<file path="src/rtl/seq_frame_pkg.sv">
// Shared constants and types for the sync/data/parity serial framer and its matching receiver.
// The receiver imports the same sync constants so both ends agree on the frame header.
package seq_frame_pkg;

    typedef enum logic [2:0] {
        IDLE   = 3'd0,
        SYNC   = 3'd1,
        DATA   = 3'd2,
        PARITY = 3'd3,
        GAP    = 3'd4
    } state_t;

    localparam int                  SYNC_LEN     = 4;
    localparam logic [SYNC_LEN-1:0] SYNC_PATTERN = 4'b1101;

    function automatic int max_int(input int a, input int b);
        return (a > b) ? a : b;
    endfunction

    // Sync bits go out MSB first, so bit index 0 selects the pattern's top bit.
    function automatic logic sync_bit(input logic [1:0] idx);
        logic [1:0] pos;
        pos = 2'(SYNC_LEN - 1) - idx;
        return SYNC_PATTERN[pos];
    endfunction

endpackage

</file>
<file path="src/rtl/seq_frame_tx_if.sv">
// Payload handshake, bit strobe and serial outputs of the framer, bundled for port connection.
interface seq_frame_tx_if #(
    parameter int DATA_W = 8
);
    logic              bit_en;
    logic              in_valid;
    logic [DATA_W-1:0] in_data;
    logic              in_ready;
    logic              out;
    logic              frame_active;

    modport master (
        output bit_en,
        output in_valid,
        output in_data,
        input  in_ready,
        input  out,
        input  frame_active
    );

    modport slave (
        input  bit_en,
        input  in_valid,
        input  in_data,
        output in_ready,
        output out,
        output frame_active
    );
endinterface

</file>
<file path="src/rtl/seq_frame_tx.sv">
// Serial framer: 1101 sync, DATA_W payload bits MSB first, even parity, then GAP_BITS idle zeros.
// The line advances one bit per bit_en strobe; the accepted payload is held in a private shift register.
module seq_frame_tx
    import seq_frame_pkg::*;
#(
    parameter int DATA_W   = 8,
    parameter int GAP_BITS = 2
) (
    input  logic          clk,
    input  logic          reset,
    seq_frame_tx_if.slave bus
);

    localparam int IDX_MAX = max_int(SYNC_LEN, DATA_W);
    localparam int IDX_W   = (IDX_MAX > 1) ? $clog2(IDX_MAX) : 1;
    localparam int GAP_W   = (GAP_BITS > 1) ? $clog2(GAP_BITS) : 1;

    state_t            state_reg, state_next;
    logic [IDX_W-1:0]  idx_reg, idx_next;
    logic [GAP_W-1:0]  gap_reg, gap_next;
    logic [DATA_W-1:0] shift_reg, shift_next;
    logic              parity_reg, parity_next;
    logic              out_reg, out_next;
    logic              active_reg, active_next;

    always_ff @(posedge clk) begin
        if (reset) begin
            state_reg  <= IDLE;
            idx_reg    <= '0;
            gap_reg    <= '0;
            shift_reg  <= '0;
            parity_reg <= 1'b0;
            out_reg    <= 1'b0;
            active_reg <= 1'b0;
        end else begin
            state_reg  <= state_next;
            idx_reg    <= idx_next;
            gap_reg    <= gap_next;
            shift_reg  <= shift_next;
            parity_reg <= parity_next;
            out_reg    <= out_next;
            active_reg <= active_next;
        end
    end

    always_comb begin
        state_next  = state_reg;
        idx_next    = idx_reg;
        gap_next    = gap_reg;
        shift_next  = shift_reg;
        parity_next = parity_reg;
        out_next    = 1'b0;
        active_next = 1'b0;

        case (state_reg)
            IDLE: begin
                // Acceptance ignores bit_en so the first sync bit always lands one cycle later.
                if (bus.in_valid) begin
                    state_next  = SYNC;
                    idx_next    = '0;
                    gap_next    = '0;
                    shift_next  = bus.in_data;
                    parity_next = ^bus.in_data;
                end
            end
            SYNC: begin
                if (bus.bit_en) begin
                    if (idx_reg == IDX_W'(SYNC_LEN - 1)) begin
                        state_next = DATA;
                        idx_next   = '0;
                    end else begin
                        idx_next = idx_reg + 1'b1;
                    end
                end
            end
            DATA: begin
                if (bus.bit_en) begin
                    shift_next = shift_reg << 1;
                    if (idx_reg == IDX_W'(DATA_W - 1)) begin
                        state_next = PARITY;
                        idx_next   = '0;
                    end else begin
                        idx_next = idx_reg + 1'b1;
                    end
                end
            end
            PARITY: begin
                if (bus.bit_en) begin
                    state_next = GAP;
                    gap_next   = '0;
                end
            end
            GAP: begin
                if (bus.bit_en) begin
                    if (gap_reg == GAP_W'(GAP_BITS - 1)) begin
                        state_next = IDLE;
                        gap_next   = '0;
                    end else begin
                        gap_next = gap_reg + 1'b1;
                    end
                end
            end
            default: begin
                state_next = IDLE;
                idx_next   = '0;
                gap_next   = '0;
            end
        endcase

        // The line bit is decoded from the next state so out is a plain register.
        case (state_next)
            SYNC:    out_next = sync_bit(idx_next[1:0]);
            DATA:    out_next = shift_next[DATA_W-1];
            PARITY:  out_next = parity_next;
            default: out_next = 1'b0;
        endcase
        active_next = (state_next == SYNC) || (state_next == DATA) || (state_next == PARITY);
    end

    assign bus.in_ready     = (state_reg == IDLE);
    assign bus.out          = out_reg;
    assign bus.frame_active = active_reg;

endmodule

</file>
<file path="src/flat_wrapper.sv">
// flat-port wrapper written by rule: the top's interface ports become plain ports
module seq_frame_tx_flat import seq_frame_pkg::*;
#(
    parameter int DATA_W   = 8,
    parameter int GAP_BITS = 2
)
  (clk, reset, bus_bit_en, bus_in_valid, bus_in_data, bus_in_ready, bus_out, bus_frame_active);
  seq_frame_tx_if #(.DATA_W(DATA_W)) bus_i ();
  input  logic clk;
  input  logic reset;
  input wire logic [$bits(bus_i.bit_en)-1:0] bus_bit_en;
  input wire logic [$bits(bus_i.in_valid)-1:0] bus_in_valid;
  input wire logic [$bits(bus_i.in_data)-1:0] bus_in_data;
  output wire logic [$bits(bus_i.in_ready)-1:0] bus_in_ready;
  output wire logic [$bits(bus_i.out)-1:0] bus_out;
  output wire logic [$bits(bus_i.frame_active)-1:0] bus_frame_active;
  assign bus_i.bit_en = bus_bit_en;
  assign bus_i.in_valid = bus_in_valid;
  assign bus_i.in_data = bus_in_data;
  assign bus_in_ready = bus_i.in_ready;
  assign bus_out = bus_i.out;
  assign bus_frame_active = bus_i.frame_active;
  seq_frame_tx #(.DATA_W(DATA_W), .GAP_BITS(GAP_BITS)) u_core (.clk(clk), .reset(reset), .bus(bus_i));
endmodule
</file>
<file path="config.mk">
export PLATFORM = sky130hd
export DESIGN_NAME = seq_frame_tx_flat
export DESIGN_NICKNAME = d
export VERILOG_FILES = /design/src/rtl/seq_frame_pkg.sv /design/src/rtl/seq_frame_tx_if.sv /design/src/rtl/seq_frame_tx.sv /design/src/flat_wrapper.sv
export SDC_FILE = /design/constraint.sdc
export NUM_CORES = 1
export LEC_CHECK = 0
export CAP_MARGIN = 20
export CORE_AREA = 10 10 56 58
export CTS_BUF_LIST = sky130_fd_sc_hd__clkbuf_8
export CTS_CLUSTER_DIAMETER = 80
export DETAILED_ROUTE_END_ITERATION = 12
export DIE_AREA = 0 0 66 68
export PLACE_DENSITY = 0.73
export SLEW_MARGIN = 20
export SYNTH_ARGS = -nofsm -noshare
export SYNTH_HDL_FRONTEND = slang
export SYNTH_SLANG_ARGS = --single-unit
export TNS_END_PERCENT = 100
</file>
<file path="constraint.sdc">
create_clock -name clk -period 1.6 [get_ports clk]
set_input_delay 0.32 -clock clk [delete_from_list [all_inputs] [get_ports clk]]
set_output_delay 0.32 -clock clk [all_outputs]
set_load 0.05 [all_outputs]
</file>
==> After elaboration in Yosys (flattened, before gate mapping) <==
Cells that the tools add are included.
{ "totals": {"out_inout_bits": 3, "regBits": 18} }
{ "op_classes": {"mux": 28, "n_reduce_logical": 10, "bitwise": 2, "eq_ne": 14, "n_lt_le_gt_ge": 1, "n_addsub": 3} }
{ "op_table": {"columns": ["operator", "n"], "rows": [
  ["2-to-1 mux 3 bit", 13],
  ["2-to-1 mux 8 bit", 2],
  ["one-hot mux 8 bit (2 select lines)", 1],
  ["== test 3 x 2 -> 1 bit (second input constant)", 5],
  ["one-hot mux 3 bit (5 select lines)", 1],
  ["one-hot mux 3 bit (4 select lines)", 1],
  ["inequality test 2 bit (second input constant)", 5],
  ["AND reduction 4 bit", 2],
  ["XOR reduction 8 bit", 1],
  ["2-to-1 mux 1 bit", 7],
  ["== test 3 x 1 -> 1 bit (second input constant)", 2],
  ["== test 3 bit (second input constant)", 2],
  ["one-hot mux 1 bit (4 select lines)", 1],
  ["OR reduction 2 bit", 2],
  ["adder 3 x 1 -> 3 bit (second input constant)", 1],
  ["zero test 3 bit", 1],
  ["less-than comparator 2 x 3 -> 1 bit (second input constant)", 1],
  ["one-hot mux 1 bit (3 select lines)", 1],
  ["AND reduction 3 bit", 1],
  ["binary-select mux 1 bit (select 2 bit)", 1],
  ["logical OR 1 bit", 2],
  ["inverter 1 bit", 2],
  ["nonzero test 2 bit", 1],
  ["subtractor 2 bit (first input constant)", 1],
  ["adder 1 bit (second input constant)", 1]
]} }

==> Logic depth before layout (Yosys ltp) <==
Gate-level depths: netlist of run 1.
{ "depth": {"ltp_word": 8, "depth_mapped": 7, "mapped_depth_nobuf": 7} }

==> Least setup slack after synthesis of run 1 <==
OpenSTA, ideal clock, no wires.
{ "synth_timing": {"kind": "flip-flop to output port", "from": "register u_core.state_reg[0]", "to": "output bus_in_ready", "required_ns": 1.280, "path_stages_with_launch": 3, "n_path_buf": 1, "setup_slack_ns": -0.383, "t_arrival_ns": 1.663, "path_cell_list": "dfxtp_1 clkbuf_1 nor3_1"} }
{ "synth_between": {"elab_chain_cells": 1} }
{ "synth_lines": {"columns": ["element", "line", "text"], "rows": [
  ["start: declaration", "seq_frame_tx.sv:18", "state_t state_reg, state_next;"],
  ["start signal: assignment", "seq_frame_tx.sv:36", "state_reg <= state_next;"],
  ["zero test 3 bit", "seq_frame_tx.sv:120", "assign bus.in_ready = (state_reg == IDLE);"],
  ["end: declaration", "flat_wrapper.sv:14", "output wire logic [$bits(bus_i.in_ready)-1:0] bus_in_ready;"]
]} }
No other way between the ends.

==> Worst setup path in the final report of run 1 <==
{ "layout_timing": {"from": "register u_core.idx_reg[0]", "to": "register u_core.out_reg, in the netlist u_core.bus.out"} }
{ "layout_between": {"elab_chain_cells": 8} }
{ "layout_lines": {"columns": ["element", "line", "text"], "rows": [
  ["start: declaration", "seq_frame_tx.sv:19", "logic [IDX_W-1:0] idx_reg, idx_next;"],
  ["start signal: assignment", "seq_frame_tx.sv:37", "idx_reg <= idx_next;"],
  ["adder 3 x 1 -> 3 bit (tied with other cells)", "seq_frame_tx.sv:72, seq_frame_tx.sv:83", null],
  ["2-to-1 mux 3 bit, on equally long branches", "seq_frame_tx.sv:79, seq_frame_tx.sv:68", null],
  ["2-to-1 mux 3 bit, on equally long branches", "seq_frame_tx.sv:77, seq_frame_tx.sv:67", null],
  ["one-hot mux 3 bit (4 select lines)", "seq_frame_tx.sv:55", "case (state_reg)"],
  ["subtractor 2 bit", "seq_frame_pkg.sv:23", "pos = 2'(SYNC_LEN - 1) - idx;"],
  ["binary-select mux 1 bit (select 2 bit)", "seq_frame_pkg.sv:24", "return SYNC_PATTERN[pos];"],
  ["2-to-1 mux 1 bit (implied by the code)", "seq_frame_pkg.sv:24", null],
  ["one-hot mux 1 bit (3 select lines) *", "seq_frame_tx.sv:111", "case (state_next)"],
  ["end signal: assignment", "seq_frame_tx.sv:41", "out_reg <= out_next;"],
  ["end: declaration", "seq_frame_tx.sv:23", "logic out_reg, out_next;"]
]} }
Every way passes the cells marked *; elsewhere a longest branch is shown, timed or not. The select of a mux whose other input is x is not followed.
A chain may end at the register's enable or synchronous reset.

==> results by stage, run 1 <==
Setup path:
- The critical path is of the reg2reg type.
- The peak per-stage delay on the critical path is 0.33 ns.
- The worst path required time is 1.75 ns.
- The endpoint identified for the worst register-to-register timing path is u_core.bus.out.
- The arrival time at the worst endpoint is 1.71 ns.
- The type of element launching the critical path is a flop.
- Measured in cells, the most critical reg-to-reg path has a length of 7.
- The worst register-to-register path begins at u_core.idx_reg[0].
- The endpoint class of the critical path is a flop.
- The critical path goes through ha_4 > ha_2 > nor2_4 > o22ai_2 > a2bb2oi_2 > a211o_1 > a31o_1.
- The critical-path cell with the highest stage delay is sky130_fd_sc_hd__dfxtp_2.
- The flop-to-flop setup slack is 0.04 ns.
- Of all nets on the critical path, the largest fanout is 4.

Pwr:
- The leakage power total is 0.629 nW.
- The maximum ir drop on the vdd rail is 0.551 mV.
- Dividing total power by cell area gives a power density of 726 mW/mm^2.

STA:
- Once routing completed, OpenROAD measured the worst setup slack at 0.0390 ns.
- The transition at the pin with the smallest max-transition slack is 0.302 ns.
- Setup repair after global routing could not meet its margin everywhere.
- The count of final max-slew check failures was 0.
- Counting I/O delays and the setup requirement, the final critical path takes 1.56 ns.
- Setup violations remaining at the end of the flow were counted as 0.
- The maximum frequency from static timing analysis is 641 MHz.
- After layout, the worst path uses 97.6% of the clock period.
- The worst clock skew is 0.00335 ns.
- The total negative slack for setup checks is 0 ns.
- The final number of hold-violating endpoints is 0.
- The worst hold margin is 0.426 ns.
- Measured against its own limit, the worst slew margin works out to 79.8%.

Finish:
- The proportion of layout cells with a drive suffix above 1 is 39.4%.
- The leading cell type in the layout, fill and taps excluded is sky130_fd_sc_hd__buf_4.
- The growth of design area from synthesis to finish is 54.1%.
- The layout has 156 filler cells.
- After routing the design area is 0.00152 mm^2.
- The top cell types in the final layout, fill and taps aside, are sky130_fd_sc_hd__buf_4, sky130_fd_sc_hd__dfxtp_1, sky130_fd_sc_hd__nand2_1, sky130_fd_sc_hd__a21oi_1, sky130_fd_sc_hd__nor2_1.
- The number of antenna diodes in the final layout is 0.
- The flip-flop count of the largest register, all copies and words added is 8.
- The utilization after layout is 72.3%.
- The number of nets in the final layout is 172.

Global routing:
- The total routing resource utilization after global routing is 12.1%.
- The via count of the first global-routing pass came to 1008.
- Global routing finished with a remaining overflow of 0.
- The first global-routing pass estimated 4350 um of wire.
- The initial antenna violation count is 0.
- The maximum number of pins on one net before global-route repair is 11.

Synth:
- The predominant post-synthesis flop cell is sky130_fd_sc_hd__dfxtp_1.
- Measured against the total synthesized area, the mux share comes to 1.14%.
- The combinational family with the most area after synthesis is compound AO/OA/AOI/OAI gates.
- The proportion of synthesized flip-flops having asynchronous set or reset is 0%.
- The post-synthesis adder-cell area fraction is 5.06%.
- The netlist uses 35 different library cells.
- The number of nets in the synthesized netlist is 132.
- The count of mapped cells out of synthesis is 116.
- Summing the sequential cell areas from Yosys gives 36.5% of the chip area.
- Counting flops and latches in the post-synthesis netlist gives 18.
- Summing the areas of all compound-gate instances in the mapped netlist gives 24.6% of the synthesized area.
- After Yosys synthesis, XOR and XNOR cells account for 7.97% of the synthesized area.
- A synthesized cell averages 8.52 um^2.
- The count of warnings emitted by yosys is 0.
- The netlist area before placement is 988 um^2.
- The synthesized netlist devotes 19.5% of its cell area to simple gates.
- The number of enable flip-flop cells after synthesis is 0.

CTS:
- The total number of H-tree levels is 1.
- The clock reaches the later pin of the worst-skew pair after 0.25 ns.
- The clock tree from TritonCTS is built.
- After clock tree synthesis, the clock-pin slew on the worst setup and hold paths is 0.07 ns.
- No sink is reached through more buffers than the 2 on the longest clock path.
- The number of sinks on the clock net is 18.
- The number of hold buffers added after CTS was 0.
- The clock root buffer is sky130_fd_sc_hd__clkbuf_8.
- The number of buffers inserted during clock tree synthesis is 3.

Routing:
- The wire length per cell is 14.1 um.
- The first TritonRoute pass finished after 4 iterations.
- The count of nets left with antenna violations once routing finished came out at 0.
- The routed layout has 991 vias.
- For this run, design rule violations remaining after detail routing come to 0.
- The routed design has 2580 um of wire.
- The violation count after the first detailed-route iteration is 49.
- The average via count per standard cell is 5.42.

Hold path:
- The endpoint with the worst hold slack is u_core.shift_reg[6].
- The min-delay analysis places its worst path in the category in2reg.
- The launch point of the worst hold path is bus_in_data[6].
- The number of stages on the worst hold path is 3.

Floorplan:
- Measured along the x axis, the die boundary spans 66 um.
- For this configuration, the core starts out at a cell density of 46.9%.
- The floorplan step defined a core boundary enclosing 0.00211 mm^2.
- The y dimension of the die is 68 um.
- The overall die area is 0.00449 mm^2.
- The count of pins on the block boundary is 15.
- The floorplan has 17 rows.

Placed design:
- The worst-case setup slack after placement is -0.376 ns.
- Once placement finished, the instance area stood at 0.00136 mm^2.
- The congestion estimate from routability-driven global placement came to 0.895.
- Buffers placed on the I/O ports in this run total 14.
- The HPWL reported at the end of detailed placement is 1900 um.

Status:
- The flow ran to the end, and the final reports show no timing, DRC or antenna violations.

Run:
- Across the run, the number of max-cap violations was 0.
worst max-delay path by stage:
stage | start | endpoint | slack, ns | cells after the start
floorplan | bus_bit_en | u_core.bus.out | 0.004 | 7
global placement | bus_bit_en | u_core.bus.out | -0.30 | 6
detailed placement | bus_bit_en | u_core.bus.out | -0.38 | 6
CTS | bus_in_data[7] | u_core.bus.out | 0.0001 | 6
global route | u_core.idx_reg[0] | u_core.bus.out | -0.04 | 8
finish | u_core.idx_reg[0] | u_core.bus.out | 0.04 | 7
through the flow:
stage               std cells  total power [mW]
finish                    183              1.10
global route              183              1.16
global placement          178             0.731
floorplan                 116             0.619
detailed placement        178             0.738
CTS                       183              1.10
repair_timing:
item,CTS,global route
resized for setup,22,9
buffers inserted,1,0
endpoints found under the setup margin,1,2
pin swaps,9,4
final cells by class:
cell class,count,area [um^2],share of cell area (%)
multi-input cells,86,683,44.9
flip-flops and latches,18,372,24.4
repair buffers,43,363,23.8
clock buffers,4,55.1,3.62
well taps,28,35.0,2.30
inverters,4,15.0,0.986
worst max-delay path: cells and delay by family, from the launching register on:
family | cells | cell delay [ns]
flops | 1 | 0.33
compound gates | 4 | 0.67
fa+ha+maj | 2 | 0.34
simple gates | 1 | 0.11
synth_stat cells (2+ instances only):
library cell               count  share of area [%]
sky130_fd_sc_hd__a22oi_1       9                6.8
sky130_fd_sc_hd__nor2b_1       4                2.5
sky130_fd_sc_hd__o21ai_0       2                1.0
sky130_fd_sc_hd__buf_2         3                1.5
sky130_fd_sc_hd__ha_1          4                5.1
sky130_fd_sc_hd__xnor2_1       7                6.2
sky130_fd_sc_hd__a211oi_1      2                1.5
sky130_fd_sc_hd__dfxtp_1      18                 36
sky130_fd_sc_hd__a32o_1        2                2.0
sky130_fd_sc_hd__nand3_1       2                1.0
sky130_fd_sc_hd__nor2_1       11                4.2
sky130_fd_sc_hd__xor2_1        2                1.8
sky130_fd_sc_hd__inv_1         4                1.5
sky130_fd_sc_hd__a21oi_1      11                5.6
sky130_fd_sc_hd__nand2_1      13                4.9
sky130_fd_sc_hd__clkbuf_1      3                1.1
power breakdown:
group          switching, mW  internal (mW)
clock                  0.141          0.218
sequential            0.0155          0.468
combinational          0.118          0.145
total                  0.274          0.831
cell families after synthesis:
logic type,count (synthesis)
AOI/OAI and AO/OA,35
adders and majority gates,4
muxes,1
and+or+nand+nor,37
buffers and inverters,12
xor gates and xnor gates,9
DFF,18
routing by layer:
layer	GRT usage, %	vias up	share of wire, %
met3	2.45	4	4.2
li1	-	498	-
met4	4.45	0	1.1
met5	0	-	0
met2	23.6	29	55
met1	12.5	460	40
Power figures use the tool's default switching activity.
==> run 2: changes to the inputs <==
Settings changed: HOLD_SLACK_MARGIN from default to 0.02, SLEW_MARGIN 20 to default.
==> results of run 2 <==
No change in the layout: final DEF, timing and power equal those of run 1.
